## src/rtl/stim_sequencer.sv

```systemverilog
// -----------------------------------------------------------------------------
// stim_sequencer
//
// Purpose:
//   Table-driven stimulus sequencer. A host writes a table of {value, hold}
//   steps. On start the sequencer pulses the DUT reset low, then drives each
//   value on the switch bus for its hold count. It runs once or loops forever.
//
// Optional feature macro: STIM_CHECK_EN
//   When defined, each entry also stores an expected DUT response. dut_resp is
//   compared in the final hold cycle of every step. Mismatches are reported as
//   a one-cycle pulse and counted in a saturating 8-bit counter.
//   When undefined, mismatch and err_count are tied to zero.
//
// Ports:
//   CLOCK_50    in   system clock, rising edge
//   Reset       in   asynchronous active-high reset
//   wr_en       in   table write strobe (honoured only while not busy)
//   wr_addr     in   table entry index
//   wr_value    in   stimulus value for the entry
//   wr_hold     in   hold count for the entry (0 plays as 1)
//   wr_expect   in   expected DUT response for the entry
//   num_steps   in   active entry count, sampled at start (clamped to DEPTH)
//   loop        in   repeat sequence forever, sampled at start
//   start       in   begin a sequence from IDLE or DONE
//   dut_resp    in   DUT response to check
//   stim        out  stimulus bus
//   dut_resetn  out  active-low DUT reset
//   step_idx    out  current table entry
//   busy        out  sequencer is in RST or RUN
//   done        out  sequencer is in DONE
//   mismatch    out  one-cycle check-failure pulse
//   err_count   out  saturating mismatch count
// -----------------------------------------------------------------------------
module stim_sequencer #(
  parameter int W          = 10,
  parameter int DEPTH      = 8,
  parameter int CW         = 16,
  parameter int RST_CYCLES = 1
) (
  input  logic                       CLOCK_50,
  input  logic                       Reset,
  input  logic                       wr_en,
  input  logic [$clog2(DEPTH)-1:0]   wr_addr,
  input  logic [W-1:0]               wr_value,
  input  logic [CW-1:0]              wr_hold,
  input  logic [W-1:0]               wr_expect,
  input  logic [$clog2(DEPTH):0]     num_steps,
  input  logic                       loop,
  input  logic                       start,
  input  logic [W-1:0]               dut_resp,
  output logic [W-1:0]               stim,
  output logic                       dut_resetn,
  output logic [$clog2(DEPTH)-1:0]   step_idx,
  output logic                       busy,
  output logic                       done,
  output logic                       mismatch,
  output logic [7:0]                 err_count
);

  localparam int AW  = $clog2(DEPTH);
  localparam int RCW = (RST_CYCLES > 1) ? $clog2(RST_CYCLES) : 1;

  typedef enum logic [1:0] {
    S_IDLE,
    S_RST,
    S_RUN,
    S_DONE
  } state_t;

  state_t          r_state;
  logic [W-1:0]    r_stim;
  logic            r_rstn;
  logic [AW-1:0]   r_stepIdx;
  logic            r_busy;
  logic            r_done;
  logic [CW-1:0]   r_holdCnt;
  logic [RCW-1:0]  r_rstCnt;
  logic [AW:0]     r_numSteps;
  logic            r_loop;

  logic [W-1:0]    r_valueMem [DEPTH];
  logic [CW-1:0]   r_holdMem  [DEPTH];

  state_t          w_nextState;
  logic [W-1:0]    w_nextStim;
  logic            w_nextRstn;
  logic [AW-1:0]   w_nextIdx;
  logic [CW-1:0]   w_nextHold;
  logic [RCW-1:0]  w_nextRstCnt;
  logic [AW:0]     w_nextNum;
  logic            w_nextLoop;
  logic            w_clearErr;
  logic            w_stepEnd;

  logic            w_isLast;
  logic [AW-1:0]   w_wrapIdx;
  logic [AW-1:0]   w_loadIdx;
  logic [W-1:0]    w_loadValue;
  logic [CW-1:0]   w_loadHold;
  logic [AW:0]     w_clampSteps;
  logic            w_tableWrite;

  // Writes are locked out while a sequence is playing so the running table
  // cannot change underneath it. A write on the start edge still lands,
  // because busy only rises after that edge.
  assign w_tableWrite = wr_en && !r_busy;

  // The step that will be loaded next: entry 0 when leaving RST, otherwise the
  // following entry, wrapping to 0 after the last active step.
  assign w_isLast    = ({1'b0, r_stepIdx} == (r_numSteps - 1'b1));
  assign w_wrapIdx   = w_isLast ? '0 : r_stepIdx + 1'b1;
  assign w_loadIdx   = (r_state == S_RUN) ? w_wrapIdx : '0;
  assign w_loadValue = r_valueMem[w_loadIdx];
  assign w_loadHold  = (r_holdMem[w_loadIdx] == '0) ? CW'(1) : r_holdMem[w_loadIdx];

  assign w_clampSteps = (num_steps > (AW+1)'(DEPTH)) ? (AW+1)'(DEPTH) : num_steps;

  // Table storage. Deliberately not reset so a programmed pattern survives a
  // Reset and can be replayed.
  always_ff @(posedge CLOCK_50) begin
    if (w_tableWrite) begin
      r_valueMem[wr_addr] <= wr_value;
      r_holdMem[wr_addr]  <= wr_hold;
    end
  end

  // Next-state and next-output logic. Every output is computed here and
  // registered below, so the bus never glitches on a state change.
  always_comb begin
    w_nextState  = r_state;
    w_nextStim   = r_stim;
    w_nextRstn   = r_rstn;
    w_nextIdx    = r_stepIdx;
    w_nextHold   = r_holdCnt;
    w_nextRstCnt = r_rstCnt;
    w_nextNum    = r_numSteps;
    w_nextLoop   = r_loop;
    w_clearErr   = 1'b0;
    w_stepEnd    = 1'b0;

    case (r_state)
      S_IDLE, S_DONE: begin
        if (start) begin
          w_nextState  = S_RST;
          w_nextNum    = w_clampSteps;
          w_nextLoop   = loop;
          w_nextRstn   = 1'b0;
          w_nextStim   = '0;
          w_nextIdx    = '0;
          w_nextRstCnt = RCW'(RST_CYCLES - 1);
          w_clearErr   = 1'b1;
        end
      end

      S_RST: begin
        if (r_rstCnt == '0) begin
          w_nextRstn = 1'b1;
          if (r_numSteps == '0) begin
            w_nextState = S_DONE;
            w_nextStim  = '0;
          end else begin
            w_nextState = S_RUN;
            w_nextStim  = w_loadValue;
            w_nextIdx   = '0;
            w_nextHold  = w_loadHold;
          end
        end else begin
          w_nextRstCnt = r_rstCnt - 1'b1;
        end
      end

      S_RUN: begin
        if (r_holdCnt == CW'(1)) begin
          w_stepEnd = 1'b1;
          if (w_isLast && !r_loop) begin
            w_nextState = S_DONE;
          end else begin
            w_nextIdx  = w_wrapIdx;
            w_nextStim = w_loadValue;
            w_nextHold = w_loadHold;
          end
        end else begin
          w_nextHold = r_holdCnt - 1'b1;
        end
      end

      default: begin
        w_nextState = S_IDLE;
      end
    endcase
  end

  // State and output registers. Reset holds the DUT in reset (dut_resetn low)
  // until the first sequence starts.
  always_ff @(posedge CLOCK_50 or posedge Reset) begin
    if (Reset) begin
      r_state    <= S_IDLE;
      r_stim     <= '0;
      r_rstn     <= 1'b0;
      r_stepIdx  <= '0;
      r_busy     <= 1'b0;
      r_done     <= 1'b0;
      r_holdCnt  <= '0;
      r_rstCnt   <= '0;
      r_numSteps <= '0;
      r_loop     <= 1'b0;
    end else begin
      r_state    <= w_nextState;
      r_stim     <= w_nextStim;
      r_rstn     <= w_nextRstn;
      r_stepIdx  <= w_nextIdx;
      r_busy     <= (w_nextState == S_RST) || (w_nextState == S_RUN);
      r_done     <= (w_nextState == S_DONE);
      r_holdCnt  <= w_nextHold;
      r_rstCnt   <= w_nextRstCnt;
      r_numSteps <= w_nextNum;
      r_loop     <= w_nextLoop;
    end
  end

`ifdef STIM_CHECK_EN
  logic [W-1:0] r_expectMem [DEPTH];
  logic         r_mismatch;
  logic [7:0]   r_errCount;

  // Expected responses live alongside the value/hold table and follow the
  // same write lockout.
  always_ff @(posedge CLOCK_50) begin
    if (w_tableWrite) begin
      r_expectMem[wr_addr] <= wr_expect;
    end
  end

  // Response checker. The DUT is sampled on the last cycle of each step so it
  // has had the whole hold time to settle; the result shows up on the edge
  // that ends the step.
  always_ff @(posedge CLOCK_50 or posedge Reset) begin
    if (Reset) begin
      r_mismatch <= 1'b0;
      r_errCount <= '0;
    end else begin
      r_mismatch <= 1'b0;
      if (w_clearErr) begin
        r_errCount <= '0;
      end else if (w_stepEnd && (dut_resp != r_expectMem[r_stepIdx])) begin
        r_mismatch <= 1'b1;
        if (r_errCount != 8'hFF) begin
          r_errCount <= r_errCount + 8'd1;
        end
      end
    end
  end

  assign mismatch  = r_mismatch;
  assign err_count = r_errCount;
`else
  // Checking is compiled out; the response inputs are deliberately ignored.
  logic w_unusedCheck;
  assign w_unusedCheck = ^{wr_expect, dut_resp, w_clearErr, w_stepEnd};

  assign mismatch  = 1'b0;
  assign err_count = 8'd0;
`endif

  assign stim       = r_stim;
  assign dut_resetn = r_rstn;
  assign step_idx   = r_stepIdx;
  assign busy       = r_busy;
  assign done       = r_done;

endmodule

```

## config.mk

```make
export PLATFORM = sky130hd
export DESIGN_NAME = stim_sequencer
export DESIGN_NICKNAME = d
export VERILOG_FILES = /design/src/rtl/stim_sequencer.sv
export SDC_FILE = /design/constraint.sdc
export NUM_CORES = 1
export LEC_CHECK = 0
export CORE_MARGIN = 3
export CORE_UTILIZATION = 45
export DETAILED_ROUTE_END_ITERATION = 16
export PLACE_DENSITY = 0.7
export REMOVE_ABC_BUFFERS = 1
export SYNTH_ARGS = -nofsm -noshare
export SYNTH_HDL_FRONTEND = slang
export SYNTH_SLANG_ARGS = --single-unit
```

## constraint.sdc

```tcl
create_clock -name CLOCK_50 -period 6.4 [get_ports CLOCK_50]
set_clock_uncertainty 0.1 [all_clocks]
set_input_delay 0.64 -clock CLOCK_50 [delete_from_list [all_inputs] [get_ports CLOCK_50]]
set_output_delay 0.64 -clock CLOCK_50 [all_outputs]
set_load 0.03 [all_outputs]
```

# [Yosys cells after proc, flatten, opt, wreduce, memory -nomap -nowiden]
# Memories as Yosys holds them, arrays and structs flattened.
# Cells that the tools add are included.
[totals] regBits=40 latchBits=0 mem_bits_rw=208 mem_bits_ro=0 inputBits=58 output_inout_bits=25 word_cells=82 memories=2
[mem_list] name="r_holdMem" words=8 word_bits=16 rd=1 rd_clocked_by_memory_dff=0 wr=1 line="83" text="logic [CW-1:0] r_holdMem [DEPTH];"
[mem_list] name="r_valueMem" words=8 word_bits=10 rd=1 rd_clocked_by_memory_dff=0 wr=1 line="82" text="logic [W-1:0] r_valueMem [DEPTH];"
[op_classes] addsub=4 n_mul=0 div_mod_pow=0 n_lt_le_gt_ge=1 eq_ne=14 shifts=0 n_mux=34 bitwise_logic=0 n_reduce_logical=17
[ops] cell="$mux 16" count=5
[ops] cell="$mux 10" count=5
[ops] cell="$pmux 16 s2" count=1
[ops] cell="$pmux 10 s3" count=1
[ops] cell="$mux 3" count=7
[ops] cell="$eq 16x1->1 const B" count=1
[ops] cell="$logic_not 16->1" count=1
[ops] cell="$sub 16x1->16 const B" count=1
[ops] cell="$pmux 3 s3" count=1
[ops] cell="$eq 2x2->1 const B" count=4
[ops] cell="$mux 2" count=4
[ops] cell="$ne 2x2->1 const B" count=4
[ops] cell="$reduce_and 4->1" count=2
[ops] cell="$mux 1" count=6
[ops] cell="$pmux 2 s3" count=1
[ops] cell="$reduce_and 5->1" count=1
[ops] cell="$eq 2x1->1 const B" count=2
[ops] cell="$eq 3x4->1" count=1
[ops] cell="$gt 4x4->1 const B" count=1
[ops] cell="$logic_not 4->1" count=1
[ops] cell="$mux 4" count=1
[ops] cell="$pmux 1 s2" count=2
[ops] cell="$reduce_and 2->1" count=2
[ops] cell="$reduce_bool 2->1" count=2
[ops] cell="11 further kinds" count=13

# [Logic depth before layout (Yosys ltp)]
# Gate-level depths: netlist (run 1).
# An unclocked memory read counts as a cell.
[depth] ltp_word=10 ltp_mapped=13 depth_no_buf=11

# [Worst setup path before layout (run 1)]
# OpenSTA, ideal clock, no wires.
[synth_timing] path_kind="input port to flip-flop" startpoint="in wr_addr[1]" endpoint="mem r_holdMem[0][0] (enable)" setup_ps=442 arrival_time_ps=2957 t_required_ps=5858 slack_ps=2902 cell_stages=2 path_buffers=0 path_cell_list="or3b_2 > nor3_1"
[synth_lines] item="start, declared" line="44" text="input logic [$clog2(DEPTH)-1:0] wr_addr,"
[synth_lines] item="end, declared" line="83"
# Straight into the memory's write port.

# [Worst setup path after layout (run 1)]
[layout_timing] startpoint="reg r_stepIdx[0] (netlist: step_idx[0])" endpoint="reg r_holdCnt[0]"
[layout_via] elab_chain_len=9 word_cells_on_any_way=15 cone_classes="add/sub: 1; eq/ne: 2; mux: 8; reduce/logical: 3; memory: 1"
[layout_lines] item="start, declared" line="74" text="logic [AW-1:0] r_stepIdx;"
[layout_lines] item="start signal, assigned" line="212" text="r_stepIdx <= w_nextIdx;"
[layout_lines] item="$add 3x1->3 or $eq 3x4->1 (tied branches)" line="112, 111"
[layout_lines] item="$mux 3" line="112" text="assign w_wrapIdx = w_isLast ? '0 : r_stepIdx + 1'b1;"
[layout_lines] item="$mux 3" line="113" text="assign w_loadIdx = (r_state == S_RUN) ? w_wrapIdx : '0;"
[layout_lines] item="$mem_v2 8x16"
[layout_lines] item="$logic_not 16->1" line="115" text="assign w_loadHold = (r_holdMem[w_loadIdx] == '0) ? CW'(1) : r_holdMem[w_loadIdx];"
[layout_lines] item="$mux 16" line="115"
[layout_lines] item="$mux 16, on equally long branches" line="176, 159"
[layout_lines] item="$mux 16, on equally long branches" line="174, 157"
[layout_lines] item="$pmux 16 s2" line="142" text="case (r_state)"
[layout_lines] item="end signal, assigned" line="215" text="r_holdCnt <= w_nextHold;"
[layout_lines] item="end, declared" line="77" text="logic [CW-1:0] r_holdCnt;"
# Parallel ways exist; a longest one is shown, timed or not. The select of a mux whose other input is x is not followed.
# A chain may end at the register's enable or synchronous reset.

==> impl_metrics.tcl, run 1 <==
set metrics [dict create \
    outcome "finished clean" \
    synth_top_family_by_area "compound AO/OA/AOI/OAI gates" \
    syn_to_final_growth_pct 16.29 \
    cts_setup_buffers 0 \
    synth_seq_cells 247 \
    final.min_clock_period_ps 4189 \
    ant_nets 0 \
    worstSetupPathType "reg -> reg" \
    hp-class "reg -> reg" \
    vias 6187 \
    finalNonFillerCells 1050 \
    fmax_mhz 238.7 \
    n_fill_cell 1723 \
    drive_above_1_share_pct 12.08 \
    grt_pass1_vias 6424 \
    rows 54 \
    dp_hpwl_mm 13.23 \
    crit_fanout 41 \
    avgSynthCellArea_um2 14.66 \
    rsz0062_at_grt "false" \
    synth_cell_types 54 \
    postCtsResizedCells 0 \
    routed_via_density 5.892 \
    dp.cells 1006 \
    holdWs_ps 379.2 \
    vdd_drop_max_uv 236.0 \
    drc 0 \
    cts_tree "done" \
    grt_pass1_wl_mm 35.05 \
    slew_headroom_pct 19.34 \
    grt_use_total_pct 18.30 \
    finalNetCount 818 \
    grt_max_degree 42 \
    worstPathArrival_ps 4510 \
    clk_pin_slew_ps 70 \
    final_cell_mix "208 x edfxtp_1, 60 x nand2_1, 53 x clkdlybuf4s50_1, 50 x o21ai_0, 39 x nor2_1" \
    final_hold_viol_count 0 \
    p_leak_nw 3.963 \
    cp.required_ps 6720 \
    root_buffer "clkbuf_16" \
    synthXorXnorAreaFrac_pct 0.3449 \
    routed_wl_mm 22.16 \
    synth_compound_area_share_pct 10.75 \
    drt_iter0_drc 432 \
    core_um2 22030 \
    initial_core_util_pct 46.12 \
    hold_buffers 0 \
    netlist_instances 693 \
    yosys_warnings 0 \
    maxCapViolCount 0 \
    dieArea_um2 24410 \
    gp_congestion 0.8157 \
    fp.dieH_um 156.2 \
    finalSetupViolCount 0 \
    port_buffers 53 \
    gr-total-overflow 0 \
    antennaDiodeCount 0 \
    tns_ps 0 \
    synth.mux.area_fraction_pct 7.747 \
    synthArstFlopShare_pct 15.79 \
    antenna_found_initial 0 \
    h-tree-depth 1 \
    yosysSeqAreaShare_pct 71.09 \
    synthSimpleGateAreaFrac_pct 6.614 \
    cts_inserted_buffers 24 \
    utilization_pct 53.64 \
    ys.flop_type "edfxtp_1" \
    synth-adder-area-share_pct 0.9853 \
    insertion_delay_ps 510 \
    synth-edff-count 208 \
    worstMarginPinSlew_ps 1210 \
    io_pins 83 \
    layout_commonest_cell "edfxtp_1" \
    slew_violations 0 \
    powerDensity_nw_per_um2 411.1 \
    syn_area_um2 10160 \
    dr.pass1.iters 5 \
    fp.dieW_um 156.2 \
    clock_path_buffers 3 \
    period_share_pct 65.45 \
    wire_per_inst_um 21.11 \
    cts_sinks 247 \
    start_kind "register" \
    worst_setup_path_end_kind "register" \
]
[where the power goes]
group / total (W) / switching, W / internal (W)
Combinational: 0.00142 / 0.000878 / 0.000547
Sequential: 0.00208 / 0.000161 / 0.00191
Clock: 0.00136 / 0.000566 / 0.000790
Total: 0.00486 / 0.00161 / 0.00325
[path summary, 6_finish.rpt]
| path | cells after the start | slack (ps) | start | endpoint |
|---|---|---|---|---|
| min in group asynchronous | 3 | 470 | Reset | step_idx[1] |
| setup / recovery | 11 | 2210 | step_idx[0] | r_holdCnt[0] |
| hold reg to reg | 2 | 380 | stim[8] | stim[8] |
| hold / removal | 2 | 380 | stim[8] | stim[8] |
| max in group asynchronous | 3 | 5330 | Reset | step_idx[0] |
| setup reg to reg | 11 | 2210 | step_idx[0] | r_holdCnt[0] |
[stage by stage]
stage	cell area (µm²)	total power, W	setup WS (ps)
CTS	11810	0.004881	2260
detailed placement	11040	0.003522	2279
global route	11810	0.005124	1944
floorplan	9980	0.003010	1550
global placement	11040	0.003451	2305
finish	11810	0.004856	2211
[cell usage after synthesis, types with 3 or more instances]
library cell	n	area (µm²)
o21ai_1	3	15.01
o2111ai_1	4	35.03
nand2b_1	8	50.05
mux4_2	20	450.4
dfrtp_1	39	975.9
buf_4	9	67.56
buf_1	6	22.52
a311oi_1	3	26.28
nand3_1	11	55.05
a31oi_1	12	75.07
inv_1	10	37.54
a21oi_1	34	170.2
o31ai_1	3	22.52
buf_2	5	25.02
o21ai_0	50	250.2
o22a_1	7	61.31
mux2i_1	28	280.3
nor2_1	45	168.9
nor3_1	10	50.05
o22ai_1	32	200.2
clkbuf_1	22	82.58
ha_1	8	100.1
a32o_1	3	30.03
mux2_2	5	56.30
nor4_1	6	37.54
o21a_1	7	52.55
nand2_1	60	225.2
edfxtp_1	208	6246
[worst max-delay path, stage by stage (launching register included)]
cell and delay [ps]:
dfrtp_2 1020, ha_1 370, xor2_2 140, buf_4 400
nand2_1 540, o22ai_1 280, a31oi_1 60, o21ai_0 120
o22ai_1 180, nor4b_1 470, a31oi_1 180, o31ai_2 190
[state kept, by name, summed over array words and instances, names as in the netlist]
signal / flops
dut_resetn: 1
r_holdMem: 128
busy: 1
done: 1
r_numSteps: 4
r_valueMem: 80
step_idx: 3
r_loop: 1
stim: 10
r_state: 2
r_holdCnt: 16
[layout make-up]
class                           count  area [µm²]  share of cell area, %
Clock buffer                       31       678.2                  5.740
Tap cell                          280       350.3                  2.965
Timing Repair Buffer               68       643.1                  5.444
Inverter                           10       37.54                 0.3177
Clock inverter                     13       98.84                 0.8367
Sequential cell                   247        7223                  61.14
Multi-Input combinational cell    401        2783                  23.55
[metal layers]
layer / vias to the layer above / track usage (%) / part of all wire (%)
met2: 276 / 31.14 / 51
li1: 2800 / - / -
met3: 36 / 3.374 / 7.9
met5: - / 0 / 0
met1: 3075 / 24.23 / 39
met4: 0 / 5.419 / 1.7
[cell families after synthesis]
family	count (synthesis)
mux	53
other cells	1
simple gates	152
flops	247
buf+inv	53
fa+ha+maj	8
compound gates	175
xor+xnor	4
(Power assumes the default switching activity.)
==> run 2, diff against run 1 <==
--- a/config.mk
+++ b/config.mk
@@ -8,7 +8,7 @@
 export CORE_MARGIN = 3
 export CORE_UTILIZATION = 45
 export DETAILED_ROUTE_END_ITERATION = 16
-export PLACE_DENSITY = 0.7
+export PLACE_DENSITY = 0.73
 export REMOVE_ABC_BUFFERS = 1
 export SYNTH_ARGS = -nofsm -noshare
 export SYNTH_HDL_FRONTEND = slang
==> constraint.sdc (replaced) <==
create_clock -name CLOCK_50 -period 3.8 [get_ports CLOCK_50]
set_clock_uncertainty 0.1 [all_clocks]
set_input_delay 0.38 -clock CLOCK_50 [delete_from_list [all_inputs] [get_ports CLOCK_50]]
set_output_delay 0.38 -clock CLOCK_50 [all_outputs]
set_load 0.03 [all_outputs]
==> run 2 against run 1 <==
  * Routed wire length up 1.6%
  * Combinational power up 76%
  * Fmax up 22%
  * Total power up 75%
  * Core utilization up 0.85 points
  * Register-to-register slack worse by 1800 ps
  * Hold slack worse by 140 ps
  * Sequential power up 66%
  * Sequential share of layout area down 0.96 points
==> impl_metrics.tcl, run 2 (synthesis gave the netlist of run 1 again) <==
set metrics [dict create \
    outcome "finished clean" \
    worst_setup_path_end_kind "register" \
    final_cell_mix "208 x edfxtp_1, 60 x nand2_1, 53 x clkdlybuf4s50_1, 50 x o21ai_0, 39 x nor2_1" \
    fp.dieW_um 156.2 \
    insertion_delay_ps 520 \
    cp_slowest_cell "dfrtp_1" \
    period_share_pct 90.15 \
    postCtsResizedCells 0 \
    grt_use_total_pct 18.59 \
    top_usage_layer "met2" \
    vias 6270 \
    reg.largest.list "r_holdMem (128), r_valueMem (80), r_holdCnt (16)" \
    cts_tree "done" \
    seqPwrFrac_pct 40.6 \
    swShare_pct 32.66 \
    power_frac_clock_pct 29.9 \
    dr.pass1.iters 5 \
    vdd_drop_max_uv 346.5 \
    fmax_mhz 291.9 \
    fp.dieH_um 156.2 \
    worstPathArrival_ps 3750 \
    slew_violations 0 \
    hold_buffers 0 \
    io_pins 83 \
    syn_to_final_growth_pct 18.14 \
    final_hold_viol_count 0 \
    cts_inserted_buffers 26 \
    powerDensity_nw_per_um2 708.2 \
    start_kind "register" \
    ant_nets 0 \
    p_leak_nw 4.057 \
    dpl_cell_area_um2 11120 \
    dp_hpwl_mm 13.24 \
    clock_path_buffers 3 \
    slew_headroom_pct 24.64 \
    core_um2 22030 \
    wire_per_inst_um 21.11 \
    n_fill_cell 1740 \
    drt_iter0_drc 679 \
    utilization_pct 54.49 \
    final-seq-area_um2 7223 \
    regMostFlops "r_holdMem" \
    drc 0 \
    gp_congestion 0.8531 \
    dieArea_um2 24410 \
    routed_via_density 5.876 \
    crit_fanout 16 \
    max_stage_delay_ps 460 \
    grt_pass1_vias 6236 \
    finalSetupViolCount 0 \
    hp-class "in -> async" \
    maxCapViolCount 0 \
    antenna_found_initial 0 \
    port_buffers 53 \
    cts_sinks 247 \
    finalNonFillerCells 1067 \
    cp.required_ps 4130 \
    p_sw_w 0.002776 \
    clk_pin_slew_ps 70 \
    rows 54 \
    worstMarginPinSlew_ps 1126 \
    multi_input_area_um2 2774 \
    drive_above_1_share_pct 13.99 \
    combPwrFrac_pct 29.4 \
    use_met1_pct 25.15 \
    largest_reg_flops 128 \
    worstSetupPathType "reg -> reg" \
    initial_core_util_pct 46.12 \
    gr-total-overflow 0 \
    root_buffer "clkbuf_16" \
    rsz0062_at_grt "false" \
    holdWs_ps 234.3 \
    cts_setup_buffers 0 \
    met3_usage_pct 2.931 \
    p_int_w 0.005724 \
    grt_max_degree 27 \
    h-tree-depth 1 \
    use_met2_pct 30.79 \
    dp.cells 1018 \
    final_cell_area_um2 12000 \
    final.min_clock_period_ps 3426 \
    grt_pass1_wl_mm 35.38 \
    finalNetCount 832 \
    layout_commonest_cell "edfxtp_1" \
    cp_cell_sequence "inv_1, ha_1, xnor2_1, o21ai_1, a311o_1, buf_4, o21ai_0, o22a_1, nand4_1, nor4_1, a31oi_1, o31ai_2" \
    routed_wl_mm 22.53 \
]
run 2: changes by cell type in the layout (fill, tap and decap cells not counted), sizes merged:
cell	previous run	this run
clkinvlp	2	5
buf	15	27
diode	0	1
clkbuf	31	29
inv	11	12
bufinv	1	3
run 2: layout make-up:
cell class	instances	share of cell area [%]
clock buffers	29	5.692
diodes	1	0.02085
repair buffers	80	6.109
multi-input cells	401	23.11
well taps	280	2.919
inverters	10	0.3128
flip-flops and latches	247	60.19
clock inverters	19	1.647
run 2: critical path: cells and delay by family, from the launching register on:
family,cells,cell delay (ps)
AO/OA/AOI/OAI,6,1440
XOR/XNOR,1,270
adder cells (fa/ha/maj),1,230
buffers and inverters,2,350
flip-flops,1,460
AND/OR/NAND/NOR,2,480
run 2: final timing paths:
kind | from | end | slack (ps) | cells after the start
max | r_numSteps[0] | r_holdCnt[0] | 370 | 12
min | Reset | r_holdCnt[13] | 230 | 2
max reg2reg | r_numSteps[0] | r_holdCnt[0] | 370 | 12
min reg2reg | stim[3] | stim[3] | 380 | 2
max in group asynchronous | Reset | step_idx[0] | 2580 | 3
min in group CLOCK_50 | num_steps[1] | r_numSteps[1] | 350 | 3
run 2: per-stage QoR:
step                      power (W)  setup slack [ps]  TNS (ps)
final                      0.008500             374.3         0
after global routing       0.008939             88.92         0
after CTS                  0.008540             409.8         0
after detailed placement   0.005962             440.0         0
after global placement     0.005892             500.0         0
after floorplan            0.005069             -1050    -16980
run 2: power by group through the flow:
stage,clock network (W),registers [W],logic [W]
floorplan,0,0.00359,0.00148
global placement,0,0.00348,0.00241
detailed placement,0,0.00349,0.00247
CTS,0.00259,0.00345,0.00250
global route,0.00271,0.00349,0.00274
finish,0.00254,0.00346,0.00250
run 2: metal layers:
| metal | up-vias | wire length (µm) | part of all wire (%) |
|---|---|---|---|
| met4 | 0 | 595 | 2.6 |
| met3 | 42 | 1534 | 6.8 |
| li1 | 2846 | - | - |
| met5 | - | 0 | 0 |
| met1 | 3116 | 9137 | 41 |
| met2 | 266 | 11260 | 50 |
